<file path="config.mk">
export PLATFORM = sky130hd
export DESIGN_NAME = sync_fifo_flex
export DESIGN_NICKNAME = d
export VERILOG_FILES = /design/src/rtl/sync_fifo_flex.sv
export SDC_FILE = /design/constraint.sdc
export NUM_CORES = 1
export LEC_CHECK = 0
export ABC_AREA = 1
export CAP_MARGIN = 5
export CORE_UTILIZATION = 60
export CTS_CLUSTER_DIAMETER = 150
export DETAILED_ROUTE_END_ITERATION = 8
export PLACE_DENSITY = 0.77
export SLEW_MARGIN = 20
export SYNTH_ARGS = -nofsm -noshare
export SYNTH_HDL_FRONTEND = slang
export SYNTH_SLANG_ARGS = --single-unit
export TNS_END_PERCENT = 30
</file>
<file path="constraint.sdc">
create_clock -name clk -period 2.41 [get_ports clk]
set_clock_uncertainty 0.05 [all_clocks]
set_input_delay 0.482 -clock clk [delete_from_list [all_inputs] [get_ports clk]]
set_output_delay 0.482 -clock clk [all_outputs]
set_load 0.01 [all_outputs]
</file>
<file path="src/rtl/sync_fifo_flex.sv">
// Synchronous FIFO on a circular buffer, with a registered-read or first-word-fall-through
// output, occupancy-based status flags and sticky overflow/underflow flags.
module sync_fifo_flex #(
  parameter int DATA_WIDTH = 8,
  parameter int DATA_DEPTH = 16,
  parameter int FWFT       = 0,
  parameter int AF_LEVEL   = DATA_DEPTH - 2,
  parameter int AE_LEVEL   = 2
) (
  input  logic                          clk,
  input  logic                          rst_n,
  input  logic                          flush,
  input  logic                          wr_en,
  input  logic [DATA_WIDTH-1:0]         data_in,
  input  logic                          rd_en,
  output logic [DATA_WIDTH-1:0]         data_out,
  output logic                          rd_valid,
  output logic                          full,
  output logic                          empty,
  output logic                          almost_full,
  output logic                          almost_empty,
  output logic [$clog2(DATA_DEPTH):0]   fifo_cnt,
  output logic                          overflow,
  output logic                          underflow
);

  localparam int AW = $clog2(DATA_DEPTH);
  localparam int CW = AW + 1;
  localparam logic [CW-1:0] FULL_C = CW'(DATA_DEPTH);
  localparam logic [CW-1:0] AF_C   = CW'(AF_LEVEL);
  localparam logic [CW-1:0] AE_C   = CW'(AE_LEVEL);

  logic [DATA_WIDTH-1:0] mem_q [DATA_DEPTH];

  logic [AW-1:0] wr_ptr_q, wr_ptr_d;
  logic [AW-1:0] rd_ptr_q, rd_ptr_d;
  logic [CW-1:0] cnt_q, cnt_d;
  logic          ovf_q, ovf_d;
  logic          udf_q, udf_d;
  logic          rd_accept, wr_accept;

  // Status flags depend only on the registered count.
  assign full         = (cnt_q == FULL_C);
  assign empty        = (cnt_q == '0);
  assign almost_full  = (cnt_q >= AF_C);
  assign almost_empty = (cnt_q <= AE_C);
  assign fifo_cnt     = cnt_q;
  assign overflow     = ovf_q;
  assign underflow    = udf_q;

  // A read in the same cycle frees a slot, so a write into a full FIFO is still accepted.
  assign rd_accept = rd_en && !empty;
  assign wr_accept = wr_en && (!full || rd_accept);

  always_comb begin
    wr_ptr_d = wr_ptr_q;
    rd_ptr_d = rd_ptr_q;
    cnt_d    = cnt_q;
    ovf_d    = ovf_q;
    udf_d    = udf_q;
    if (flush) begin
      wr_ptr_d = '0;
      rd_ptr_d = '0;
      cnt_d    = '0;
      ovf_d    = 1'b0;
      udf_d    = 1'b0;
    end else begin
      if (wr_accept) wr_ptr_d = wr_ptr_q + AW'(1);
      if (rd_accept) rd_ptr_d = rd_ptr_q + AW'(1);
      case ({wr_accept, rd_accept})
        2'b10:   cnt_d = cnt_q + CW'(1);
        2'b01:   cnt_d = cnt_q - CW'(1);
        default: cnt_d = cnt_q;
      endcase
      ovf_d = ovf_q | (wr_en && !wr_accept);
      udf_d = udf_q | (rd_en && empty);
    end
  end

  always_ff @(posedge clk or negedge rst_n) begin
    if (!rst_n) begin
      wr_ptr_q <= '0;
      rd_ptr_q <= '0;
      cnt_q    <= '0;
      ovf_q    <= 1'b0;
      udf_q    <= 1'b0;
    end else begin
      wr_ptr_q <= wr_ptr_d;
      rd_ptr_q <= rd_ptr_d;
      cnt_q    <= cnt_d;
      ovf_q    <= ovf_d;
      udf_q    <= udf_d;
    end
  end

  // Storage carries no reset so it can map onto RAM.
  always_ff @(posedge clk) begin
    if (wr_accept && !flush) mem_q[wr_ptr_q] <= data_in;
  end

  generate
    if (FWFT == 0) begin : g_std_read
      logic [DATA_WIDTH-1:0] dout_q;
      logic                  rv_q;

      always_ff @(posedge clk or negedge rst_n) begin
        if (!rst_n) begin
          dout_q <= '0;
          rv_q   <= 1'b0;
        end else if (flush) begin
          rv_q <= 1'b0;
        end else if (rd_accept) begin
          dout_q <= mem_q[rd_ptr_q];
          rv_q   <= 1'b1;
        end else begin
          rv_q <= 1'b0;
        end
      end

      assign data_out = dout_q;
      assign rd_valid = rv_q;
    end else begin : g_fwft_read
      // Head word is presented directly; forced to zero while empty so reset reads as zero.
      assign data_out = empty ? '0 : mem_q[rd_ptr_q];
      assign rd_valid = !empty;
    end
  endgenerate

endmodule

</file>
==> results of run 1 <==
final timing paths:
check / endpoint / slack, ns / from
max: empty / 0.07 / fifo_cnt[4]
min: data_out[4] / 0.37 / rst_n
max reg2reg: fifo_cnt[4] / 0.35 / fifo_cnt[4]
min reg2reg: data_out[4] / 0.44 / data_out[4]
max in group asynchronous: fifo_cnt[0] / 1.68 / rst_n
min in group clk: data_out[4] / 0.44 / data_out[4]
placed cells by master (no fill, tap or decap), types with 6 or more instances in the layout:
cell type and instances:
buf_4 33, nand2_1 247, nand3_1 92, o21ai_1 6, nor3_1 14, dfrtp_1 19
clkbuf_16 17, clkdlybuf4s50_1 30, edfxtp_1 128, nor2_1 18, inv_1 83, ha_1 8
synth_stat cells, types with 2 or more instances:
library cell | number | area share (%)
nand3_1 | 92 | 6.7
clkinv_1 | 3 | 0.16
nand3_2 | 5 | 0.73
clkbuf_1 | 5 | 0.28
ha_1 | 8 | 1.5
buf_2 | 14 | 1.0
o21ai_1 | 6 | 0.44
edfxtp_1 | 128 | 56
buf_6 | 2 | 0.33
nor2_2 | 3 | 0.28
inv_1 | 84 | 4.6
dfrtp_1 | 24 | 8.8
a21oi_1 | 5 | 0.37
nand4_1 | 3 | 0.28
buf_4 | 8 | 0.88
nor2_1 | 18 | 0.99
nand2_1 | 247 | 14
nand2_2 | 3 | 0.28
inv_2 | 2 | 0.11
nor3_1 | 14 | 1.0
o21ai_0 | 4 | 0.29
final cells by class:
class	count	area [um2]	share of cell area [%]
clock buffer	18	429.2	5.312
clock inverter	13	202.7	2.509
inverter	89	334.1	4.135
multi-input combinational	414	1898	23.49
sequential	152	4451	55.09
tap	140	175.2	2.168
timing repair buffer	66	589.3	7.294
cell families after synthesis:
family | synth area share [%]
simple gates | 23.90
flops | 65.11
fa+ha+maj | 1.760
buf+inv | 7.406
compound gates | 1.558
xor+xnor | 0.2567
power groups by stage:
stage	sequential [mW]	clock (mW)	combinational [mW]
global route	3.13	2.94	2.18
detailed placement	3.14	0	1.91
CTS	3.10	2.84	1.93
floorplan	3.17	0	1.22
global placement	3.14	0	1.86
finish	3.11	2.84	1.97
per-stage QoR:
step | TNS [ns] | utilization [%] | hold WS (ns) | setup WS (ns) | std cells
2_1_floorplan | 0 | - | 0.1364 | 0.3181 | 684
3_3_place_gp | 0 | 67.54 | 0.4181 | 0.07808 | 861
3_5_place_dp | 0 | 67.54 | 0.4148 | 0.01150 | 861
4_1_cts | -0.02515 | 73.30 | 0.3781 | -0.01427 | 892
5_1_grt | 0 | 73.56 | 0.4166 | 0.004975 | 892
6_report | 0 | 73.56 | 0.3690 | 0.06637 | 892
per-layer routing:
layer	wire length, um	global-route usage (%)	vias to the layer above
met1	6356	37.88	2364
met4	505	13.80	0
met2	7934	49.86	217
met3	1109	4.901	41
met5	0	0	-
li1	-	-	2352
registers in the layout, indices dropped and copies added, names as in the netlist:
name	flops
rd_valid	1
underflow	1
overflow	1
wr_ptr_q	4
data_out	8
mem_q	128
rd_ptr_q	4
fifo_cnt	5
timing repair:
| action | CTS | global route |
|---|---|---|
| hold buffers | 0 | 0 |
| setup buffers | 0 | 0 |
| setup endpoints to repair | 3 | 2 |
| resized for setup | 2 | 9 |
| cloned | 0 | 0 |
==> impl_metrics.json, run 1 <==
{
  "clock_sinks": 152,
  "clk_pin_slew_ns": 0.06,
  "crit_buf_inv": 3,
  "grt-ovfl-total": 0,
  "num_vias": 4974,
  "synthesis.area_mm2": 0.006825,
  "grt_pass1_wl_um": 24960,
  "antenna_cells": 0,
  "slowest_stage": "clkdlybuf4s50_1",
  "cp-start-kind": "register",
  "ioPinCount": 33,
  "gp_congestion": 0.9019,
  "period_share_pct": 97.25,
  "finalHoldViolations": 0,
  "async_flop_share_pct": 15.79,
  "initial_core_util_pct": 62.14,
  "root_buffer": "clkbuf_16",
  "track_usage_pct": 29.66,
  "yosys_warnings": 0,
  "rsz0062_at_grt": "no",
  "leakagePower_nw": 3.518,
  "antenna_found_initial": 0,
  "p_int_mw": 5.520,
  "cp_max_fo": 6,
  "reg2reg_depth": 14,
  "cts-buffers-inserted": 17,
  "avgSynthCellArea_um2": 9.979,
  "dp_hpwl_um": 10200,
  "htree_levels": 4,
  "period_minus_slack_ns": 2.344,
  "drt-total-wl_um": 15910,
  "avgRoutedWirePerCell_um": 17.83,
  "syn_nets": 706,
  "power_mw": 7.921,
  "post_dp_cell_area_mm2": 0.007418,
  "power_frac_comb_pct": 24.9,
  "setup.worst_path.end_class": "output pin",
  "port_buffers": 32,
  "slowest_delay_ns": 0.54,
  "power.density_mw_per_mm2": 980.4,
  "critPathRequiredTime_ns": 1.88,
  "path_class": "register to output pin",
  "final_area_mm2": 0.008079,
  "dieArea_mm2": 0.01181,
  "route.detailed.drc": 0,
  "status": "finished clean",
  "max_slew_margin_pct": 43.31,
  "synth-edff-count": 128,
  "syn_inst": 684,
  "n_fill_cell": 730,
  "grt_pass1_vias": 4908,
  "finalSetupViolations": 0,
  "cp_cell_sequence": "inv_2 > nand3_4 > inv_1 > clkdlybuf4s50_1",
  "grt_max_degree": 67,
  "ys_types": 27,
  "p_switching_mw": 2.401,
  "cp.depth": 4,
  "synthFlopType": "edfxtp_1",
  "fp.dieH_um": 108.7,
  "vias_per_cell": 5.576,
  "slew_viol_final": 0,
  "cts_tree": "yes",
  "fmax_mhz": 426.7,
  "fp.dieW_um": 108.7,
  "nNetsFinal": 762,
  "worst_pin_slew_ns": 0.8477,
  "drive_above_1_share_pct": 11.17,
  "core_mm2": 0.01098,
  "fp-row-count": 38,
  "p_sw_share_pct": 30.31,
  "ys_ff_latch": 152,
  "clk_path_buf_depth": 2,
  "clock_latency_ns": 0.42,
  "first_iter_violations": 568,
  "power.share.sequential_pct": 39.3,
  "path_delay_family": "buffers and inverters",
  "pwr-share-clk_pct": 35.8,
  "detail-route-antenna-nets": 0,
  "syn_to_final_growth_pct": 18.37,
  "firstDrtPassIters": 6,
  "ys_seq_area_share_pct": 65.11,
  "cap_violations": 0,
  "cp_data_arrival_time_ns": 1.81,
  "hp-class": "input port to async pin",
  "ir_drop_mv": 0.6030
}
Note: power is estimated with default switching activity, not from simulation.
==> inputs of run 2 (changes only) <==
--- a/config.mk
+++ b/config.mk
@@ -7,9 +7,11 @@
 export LEC_CHECK = 0
 export ABC_AREA = 1
 export CAP_MARGIN = 5
+export CORE_MARGIN = 5
 export CORE_UTILIZATION = 60
 export CTS_CLUSTER_DIAMETER = 150
 export DETAILED_ROUTE_END_ITERATION = 8
+export MAX_ROUTING_LAYER = met4
 export PLACE_DENSITY = 0.77
 export SLEW_MARGIN = 20
 export SYNTH_ARGS = -nofsm -noshare
==> run 2 against run 1 <==
Compared with the run above: count of clock-buffer cells in the layout is 1 lower; sequential share of layout area is 0.15 points higher; combinational power hardly changed; final cell count is 0.78% higher; global-route usage is 4.1 points lower; via count is 0.26% higher; core utilization is 2.1 points lower; flip-flop and latch count stayed put; sequential power hardly changed.
==> impl_metrics.json, run 2 (same netlist as run 1, synthesis figures left out) <==
{
  "place_inst": 867,
  "avgRoutedWirePerCell_um": 17.40,
  "num_vias": 4987,
  "utilization_pct": 71.44,
  "htree_levels": 4,
  "dieArea_mm2": 0.01361,
  "rsz0062_at_grt": "no",
  "cp_data_arrival_time_ns": 1.79,
  "final_cell_mix": "nand2_1 (247), edfxtp_1 (128), nand3_1 (92)",
  "cap_violations": 0,
  "layoutNonFillerInstCount": 899,
  "finalSetupViolations": 0,
  "setup.worst_path.end_class": "output pin",
  "worst_pin_slew_ns": 0.6596,
  "path_class": "register to output pin",
  "fp-row-count": 39,
  "cp_max_fo": 6,
  "grt_pass1_vias": 4695,
  "clock_latency_ns": 0.42,
  "vias_per_cell": 5.547,
  "holdWs_ns": 0.3700,
  "post_cts_buffers": 0,
  "nNetsFinal": 765,
  "postCtsHoldBufs": 0,
  "place_ws_ns": -0.03400,
  "root_buffer": "clkbuf_16",
  "slowest_delay_ns": 0.53,
  "track_usage_pct": 25.60,
  "cp-start-kind": "register",
  "hp-class": "input port to async pin",
  "drt-total-wl_um": 15650,
  "max_slew_margin_pct": 56.03,
  "syn_to_final_growth_pct": 17.98,
  "final_common_cell": "nand2_1",
  "leakagePower_nw": 3.505,
  "grt_pass1_wl_um": 24540,
  "ioPinCount": 33,
  "finalSetupTns_ns": 0,
  "initial_core_util_pct": 60.55,
  "post_dp_cell_area_mm2": 0.007445,
  "ir_drop_mv": 0.6195,
  "period_minus_slack_ns": 2.327,
  "detail-route-antenna-nets": 0,
  "status": "finished clean",
  "finalHoldViolations": 0,
  "clock_sinks": 152,
  "core_mm2": 0.01127,
  "regMostFlops": "mem_q",
  "drive_above_1_share_pct": 11.51,
  "critPathRequiredTime_ns": 1.88,
  "clk_pin_slew_ns": 0.06,
  "grt-ovfl-total": 0,
  "port_buffers": 32,
  "cp_cell_sequence": "nor2_4 > nand3_4 > inv_1 > clkdlybuf4s50_1",
  "antenna_found_initial": 0,
  "largest_reg_flops": 128,
  "period_share_pct": 96.54,
  "n_fill_cell": 793,
  "fp.dieW_um": 116.7,
  "slowest_stage": "clkdlybuf4s50_1",
  "final_area_mm2": 0.008053,
  "gp_congestion": 0.9472,
  "route.detailed.drc": 0,
  "fp.dieH_um": 116.7,
  "power_mw": 7.655,
  "seqCellArea_mm2": 0.004448,
  "clk_path_buf_depth": 2,
  "multi_input_area_mm2": 0.001893,
  "cts-buffers-inserted": 17,
  "antenna_cells": 0,
  "grt_max_degree": 67,
  "fmax_mhz": 429.8,
  "power.density_mw_per_mm2": 950.6,
  "cts_tree": "yes",
  "dp_hpwl_um": 10240,
  "first_iter_violations": 483,
  "firstDrtPassIters": 5,
  "layout_setup_ws_ns": 0.08346,
  "slew_viol_final": 0
}
## run 2: final timing paths
| check | start | to | slack [ns] | cells past startpoint |
|---|---|---|---|---|
| worst max-delay path | fifo_cnt[3] | empty | 0.08 | 4 |
| max in group asynchronous | rst_n | rd_ptr_q[0] | 1.67 | 2 |
| worst min-delay path | rst_n | data_out[3] | 0.37 | 2 |
| min in group clk | data_out[1] | data_out[1] | 0.43 | 2 |
| worst min register to register | data_out[1] | data_out[1] | 0.43 | 2 |
| worst max register to register | fifo_cnt[3] | fifo_cnt[4] | 0.33 | 13 |
## run 2: timing repair
| action | CTS | global route |
|---|---|---|
| endpoints found under the setup margin | 2 | 1 |
| hold endpoints to repair | 0 | 0 |
| resized for setup | 2 | 6 |
| pin swaps | 0 | 1 |
## run 2: final cells by class
class | instances | area share, %
clock buffers | 17 | 5.283
inverters | 89 | 4.149
flip-flops and latches | 152 | 55.24
clock inverters | 15 | 2.051
repair buffers | 69 | 7.551
well taps | 143 | 2.222
multi-input cells | 414 | 23.51
## run 2: worst max-delay path, delay by kind of cell, from the launching register on
family	cells	cell delay [ns]
DFF	1	0.47
and+or+nand+nor	2	0.27
buffers and inverters	2	0.62
## run 2: power breakdown
part | leakage (nW) | switching (mW) | internal, mW
combinational | 1.75 | 1.23 | 0.710
sequential | 1.47 | 0.113 | 2.99
clock | 0.289 | 1.07 | 1.54
total | 3.50 | 2.41 | 5.24
## run 2: routing by layer
layer / vias up / share of wire [%] / track usage [%] / routed length [um]
li1: 2350 / - / - / -
met1: 2368 / 39 / 31.98 / 6163
met2: 235 / 50 / 41.30 / 7860
met3: 34 / 8.0 / 5.544 / 1251
met4: 0 / 2.4 / 9.862 / 369
met5: - / 0 / - / 0
==> RTL change (settings of run 1) <==
Make the reset (`rst_n`) synchronous in 2 clocked blocks.
--- a/src/rtl/sync_fifo_flex.sv
+++ b/src/rtl/sync_fifo_flex.sv
@@ -78,5 +78,5 @@
   end
 
-  always_ff @(posedge clk or negedge rst_n) begin
+  always_ff @(posedge clk) begin
     if (!rst_n) begin
       wr_ptr_q <= '0;
@@ -104,5 +104,5 @@
       logic                  rv_q;
 
-      always_ff @(posedge clk or negedge rst_n) begin
+      always_ff @(posedge clk) begin
         if (!rst_n) begin
           dout_q <= '0;
Function: differs if rst_n is asserted again (counterexample within 4 cycles, from zero or initial values and one cycle with rst_n low); with rst_n held inactive, the same outputs for 10 cycles.
==> RTL change against run 1 <==
Wire length down 3.5%. Worst setup slack improved by 0.0095 ns. Synthesized cell count decreased by 2.8%. Sequential cell count did not move. Cell area fell by 1.8%. Hold slack improved by 0.064 ns. Critical path depth did not move. Count of clock-buffer cells in the layout up 4. Fmax grew 0.41%. Synthesized area decreased by 1.8%. Highest routed layer unchanged.
Power is not compared: it rests on default switching activity, and its combinational part moved more than twofold at a synthesized area within 25%.
==> RTL change: results (changes against run 1) <==
### Run status
- outcome: finished, final reports clean, unchanged

### Cells and area
- Biggest register: mem_q, unchanged
- final-stage net count: 746, was 762
- layout cell share with drive strength beyond 1: 0.121, was 0.112
- Final Instance Count excl. Fillers: 877, was 892
- post-layout util: 0.732, was 0.736

### Drt
- wire length per cell after detailed routing: 17.5 um, was 17.8 um
- first-iteration detailed-routing DRC count: 463, was 568
- met3 WL: 1.18 mm, was 1.11 mm
- length of the first detailed-routing pass in iterations: 7, was 6
- via/cell ratio: 5.48, was 5.58
- total routed wire length on the met1 layer: 6.09 mm, was 6.36 mm
- routed wl met2: 7.55 mm, was 7.93 mm

### Logic synthesis
- unique cell type count in the Yosys netlist: 32, was 27
- most area-consuming cells after synthesis: edfxtp_1 57%, nand2_1 10%, nand3_1 7.5%, was edfxtp_1 56%, nand2_1 14%, dfrtp_1 8.8%
- synthesized instance count: 665, was 684
- part of the Yosys area used for sequential elements: 0.645, was 0.651
- synthesized net count: 687, was 706
- top cells by count, synth: 185 x nand2_1, 128 x edfxtp_1, 100 x nand3_1, was 247 x nand2_1, 128 x edfxtp_1, 92 x nand3_1
- synthesized-area fraction occupied by ao, oa, aoi and oai cells: 0.0344, was 0.0156
- share of flip-flops with an asynchronous set or reset: 0, was 0.158
- adder and majority gate portion of the synthesized area: 0.0179, was 0.0176

### Hold path
- Tightest Hold Check Type: flip-flop to flip-flop, was primary input to asynchronous set/reset pin

### Clock tree
- buffers inserted by post-CTS timing repair: 0, unchanged
- cell chosen for the clock root: clkbuf_8, was clkbuf_16
- clock insertion delay at the later pin of the skew report: 0.53 ns, was 0.42 ns
- Inserted Clock Buffers: 17, unchanged

### Placed design
- worst setup timing slack at the placement stage: -0.0503 ns, was 0.0115 ns
- Final HPWL DP: 9.88 mm, was 10.2 mm
- Placed Cells incl. Taps: 845, was 861
- placed cell area: 7320 sq um, was 7420 sq um
- weighted congestion at the end of routability-driven global placement: 0.926, was 0.902

### Worst setup path
- Crit. Startpoint: fifo_cnt[1]$_SDFFE_PP0P_, was fifo_cnt[4]$_DFFE_PN0P_
- CP Max Fanout: 7, was 6
- reg2reg start: fifo_cnt[3]$_SDFFE_PP0P_, was fifo_cnt[4]$_DFFE_PN0P_

### Global routing
- GRT Overall Usage: 0.290, was 0.297
- global-route wire length before repair: 24.2 mm, was 25.0 mm
- via count of the first global-routing pass: 4,616, was 4,908

## RTL change: final timing paths
kind / to / slack (ns) / cells past startpoint
worst min-delay path: underflow$_SDFF_PP0_ / 0.43 / 2
worst min register to register: underflow$_SDFF_PP0_ / 0.43 / 2
worst max-delay path: full / 0.08 / 4
worst max register to register: fifo_cnt[4]$_SDFFE_PP0P_ / 0.17 / 15
## RTL change: timing repair
action,in CTS,in global routing
pin swaps,0,1
gates resized for setup,4,4
hold buffers,0,0
endpoints found under the setup margin,3,2
gates cloned,0,0
## RTL change: cell type report
class | instances | area share
clock buffers | 22 | 0.0639
multi-input cells | 392 | 0.237
inverters | 93 | 0.0445
flip-flops and latches | 152 | 0.546
clock inverters | 10 | 0.0107
well taps | 140 | 0.0221
repair buffers | 68 | 0.0762
## RTL change: metal layers
layer / vias up / GRT usage
met5: - / 0
met4: 0 / 0.140
met3: 43 / 0.0648
met2: 204 / 0.460
met1: 2263 / 0.380
li1: 2300 / -
